**src/rtl/line_window_assembler.sv**
```systemverilog
// Assembles K-pixel input columns into a KxK sliding window and tracks raster position.
// A window is presented only when every element lies inside the current frame.
module line_window_assembler #(
  parameter int Width       = 8,
  parameter int KernelSize  = 3,
  parameter int FrameWidth  = 640,
  parameter int FrameHeight = 480
) (
  input  logic                                     clk_i,
  input  logic                                     rst_i,
  input  logic [Width*KernelSize-1:0]              data_i,
  input  logic                                     valid_i,
  output logic                                     ready_o,
  output logic [Width*KernelSize*KernelSize-1:0]   window_o,
  output logic                                     valid_o,
  input  logic                                     ready_i,
  output logic [$clog2(FrameWidth)-1:0]            x_o,
  output logic [$clog2(FrameHeight)-1:0]           y_o
);

  localparam int XW = $clog2(FrameWidth);
  localparam int YW = $clog2(FrameHeight);
  localparam int K  = KernelSize;

  localparam logic [XW-1:0] XLast = XW'(FrameWidth - 1);
  localparam logic [YW-1:0] YLast = YW'(FrameHeight - 1);
  localparam logic [XW-1:0] XMin  = XW'(KernelSize - 1);
  localparam logic [YW-1:0] YMin  = YW'(KernelSize - 1);

  logic [XW-1:0]            x_r;
  logic [YW-1:0]            y_r;
  logic                     in_fire;
  logic                     complete;
  logic [Width*K*K-1:0]     win_shift;

  assign ready_o  = !valid_o || ready_i;
  assign in_fire  = valid_i && ready_o;
  assign complete = (x_r >= XMin) && (y_r >= YMin);

  // Top row (r=0) takes the oldest slot so rows read top-to-bottom in raster order.
  always_comb begin
    win_shift = window_o;
    for (int unsigned r = 0; r < K; r++) begin
      for (int unsigned c = 0; c < K - 1; c++) begin
        win_shift[(r*K+c)*Width +: Width] = window_o[(r*K+c+1)*Width +: Width];
      end
      win_shift[(r*K+K-1)*Width +: Width] = data_i[(K-1-r)*Width +: Width];
    end
  end

  always_ff @(posedge clk_i or posedge rst_i) begin
    if (rst_i) begin
      x_r      <= '0;
      y_r      <= '0;
      window_o <= '0;
      valid_o  <= 1'b0;
      x_o      <= '0;
      y_o      <= '0;
    end else if (in_fire) begin
      window_o <= win_shift;
      valid_o  <= complete;
      x_o      <= x_r;
      y_o      <= y_r;
      if (x_r == XLast) begin
        x_r <= '0;
        y_r <= (y_r == YLast) ? '0 : y_r + 1'b1;
      end else begin
        x_r <= x_r + 1'b1;
      end
    end else if (ready_i) begin
      valid_o <= 1'b0;
    end
  end

endmodule

```
**config.mk**
```make
export PLATFORM = sky130hd
export DESIGN_NAME = line_window_assembler
export DESIGN_NICKNAME = d
export VERILOG_FILES = /design/src/rtl/line_window_assembler.sv
export SDC_FILE = /design/constraint.sdc
export NUM_CORES = 1
export LEC_CHECK = 0
export ABC_AREA = 1
export CORE_ASPECT_RATIO = 0.75
export CORE_MARGIN = 10
export CORE_UTILIZATION = 52
export DETAILED_ROUTE_END_ITERATION = 6
export PLACE_DENSITY = 0.85
export SYNTH_ARGS = -nofsm -noshare
export SYNTH_HDL_FRONTEND = slang
export SYNTH_SLANG_ARGS = --single-unit
```
**constraint.sdc**
```tcl
create_clock -name clk_i -period 12.1 [get_ports clk_i]
set_clock_uncertainty 0.15 [all_clocks]
set_input_delay 2.42 -clock clk_i [delete_from_list [all_inputs] [get_ports clk_i]]
set_output_delay 2.42 -clock clk_i [all_outputs]
set_load 0.02 [all_outputs]
```
==> impl_metrics.ini <==
[floorplanning]
start_util_pct = 54.2
core_region_area_um2 = 8560
die_w_um = 129
die_y_um = 102
design.die.area_um2 = 13100
num_io_pins = 121
core.rowCount = 29

[power]
sw_frac_of_total_pct = 32.5
netSwitchingPower_uw = 326
seqPwrFrac_pct = 46.8
power_frac_clock_pct = 27.6
power.density_nw_per_um2 = 164
p_int_uw = 677
combinationalPowerShare_pct = 25.6
leakage_uw = 0.00305
ir_drop_mv = 0.0817
finalPower_uw = 1000

[global_route]
grt_pass1_wl_um = 18700
grt_pass1_vias = 3824
grt_max_degree = 108
grt_usage_pct = 17.6
overflow = 0
antenna_found_initial = 0

[synth]
synth-edff-count = 0
netlist_area_um2 = 4640
seq_area_frac_synth_pct = 59.9
synth_cell_types = 28
synth-main-ff-cell = dfrtp_1
synth-seq-cells = 111
syn_inst = 525
synth_fp_nets = 557
synthArstFlopShare_pct = 100
avgSynthCellArea_um2 = 8.84
ys_warn_count = 0

[clock_network]
cts_resized = 0
htreeDepth = 3
cts-hold-fix-buffers = 0
cts_made_buffers = 9
cts_tree = done
cts_num_sinks = 111
postCtsSetupRepairBufs = 0
clk_latency_ns = 0.34
cts.clk_slew.worst_paths_ns = 0.07
clockBufferDepth = 2
cts_root_buf = clkbuf_16

[sta]
finalCriticalPeriod_ns = 6.19
grt_setup_unrepaired = no
worst_slew_pin_slew_ns = 1.01
maxSlewHeadroom_pct = 32.8
fmax_ghz = 0.162
min_period_over_period_pct = 51.1
setup_slack_ns = 5.91
finalSetupTns_ns = 0
final-setup-viol-count = 0
slew_violations = 0
final_hold_viol_count = 0

[placed_design]
io_buffers = 120
dp.cells = 732
hpwl_um = 8270
gp_congestion = 0.842
pre_cts_ws_ns = 5.91

[drt]
wl_um = 11500
drt_iter0_markers = 280
antenna_left = 0
dr.pass1.iters = 5
route.detailed.drc = 0
via_per_inst = 5.03
wl_per_cell_um = 15.4
vias = 3761

[setup_path]
startpoint_type = primary input
crit_fanout = 3
r2r_cells = 8
path_class = in -> out
cp-end-kind = output pin
cp.arrival_ns = 3.62
worstPathRequired_ns = 9.53

[final_layout]
fin_nets = 667
drive_gt1_share_pct = 5.47
area_growth_pct = 32.2
final_cells = 748
antenna_cells = 0
regArea_um2 = 2780
fin_util_pct = 71.6
fillCellCount = 666
multi_input_area_um2 = 1600

[job]
cap_violations = 0

[worst_hold_path]
hp-class = reg -> reg
whs_path_depth = 2

[outcome]
run_status = complete, no violations
==> layout by cell type (no fill, tap or decap), types with 5 or more instances in the layout <==
| cell | n |
|---|---|
| dfrtp_1 | 111 |
| nand2_1 | 263 |
| o21ai_0 | 25 |
| clkdlybuf4s50_1 | 120 |
| nand3_1 | 17 |
| nand4_1 | 5 |
| clkbuf_16 | 9 |
| o21ai_2 | 8 |
| inv_1 | 30 |
| xor2_1 | 5 |
| nor2_1 | 11 |
==> synthesized netlist by cell type, types with 2 or more instances <==
cell type	number	area (um2)
a21oi_1	3	15.0
buf_2	8	40.0
buf_4	7	52.6
buf_6	3	33.8
clkbuf_1	5	18.8
dfrtp_1	111	2780
ha_1	4	50.1
inv_1	31	116
nand2_1	263	987
nand2_2	2	12.5
nand3_1	17	85.1
nand4_1	5	31.3
nor2_1	11	41.3
nor3_1	4	20.0
o21ai_0	25	125
o21ai_1	3	15.0
o21ai_2	8	70.1
xor2_1	5	43.8
==> critical path: stages <==
cell,delay (ns)
clkdlybuf4s50_1,0.45
inv_1,0.04
nand2_2,0.08
clkdlybuf4s50_1,0.61
==> power groups by stage <==
stage / clock (uW) / combinational [uW] / sequential [uW]
6_report: 277 / 257 / 469
5_1_grt: 298 / 280 / 475
3_5_place_dp: 0 / 260 / 474
4_1_cts: 285 / 261 / 468
2_1_floorplan: 0 / 90.7 / 516
3_3_place_gp: 0 / 252 / 471
==> through the flow <==
stage | cell area [um2] | hold slack, ns
after floorplan | 4640 | 0.338
after global placement | 5850 | 0.314
after detailed placement | 5850 | 0.320
after CTS | 6130 | 0.340
after global routing | 6130 | 0.363
final | 6130 | 0.337
==> registers in the layout, indices dropped and copies added, names as in the netlist <==
register and flops:
valid_o 1, y_r 9, x_r 10, window_o 72, x_o 10, y_o 9
==> path summary, 6_finish.rpt <==
path	slack [ns]	from	end
max in group asynchronous	8.21	rst_i	x_r[7]
worst min register to register	0.34	y_o[8]	y_o[8]
worst max register to register	8.96	valid_o	y_r[3]
min in group asynchronous	2.31	rst_i	window_o[0]
worst max-delay path	5.91	ready_i	ready_o
worst min-delay path	0.34	y_o[8]	y_o[8]
==> area by class of cell <==
type	instances	area share, %
sequential	111	45.3
multi-input combinational	359	26.0
timing repair buffer	122	19.8
clock buffer	10	3.73
tap	108	2.20
inverter	32	2.00
clock inverter	6	0.918
==> layer usage <==
layer  track usage (%)  routed length, um
met1              21.2               4940
met2              29.2               5490
met3              6.84               1030
met4              4.62                 83
met5                 0                  0
==> cells by family (layout without fill, tap and decap cells) <==
group | Yosys count | after routing | share of synthesized area, %
and+or+nand+nor | 309 | 309 | 27.2
DFF | 111 | 111 | 59.9
buffers and inverters | 55 | 170 | 5.72
AOI/OAI and AO/OA | 41 | 41 | 5.15
xor gates and xnor gates | 5 | 5 | 0.944
adders and majority gates | 4 | 4 | 1.08
No activity file was read; power rests on OpenSTA's default activity.
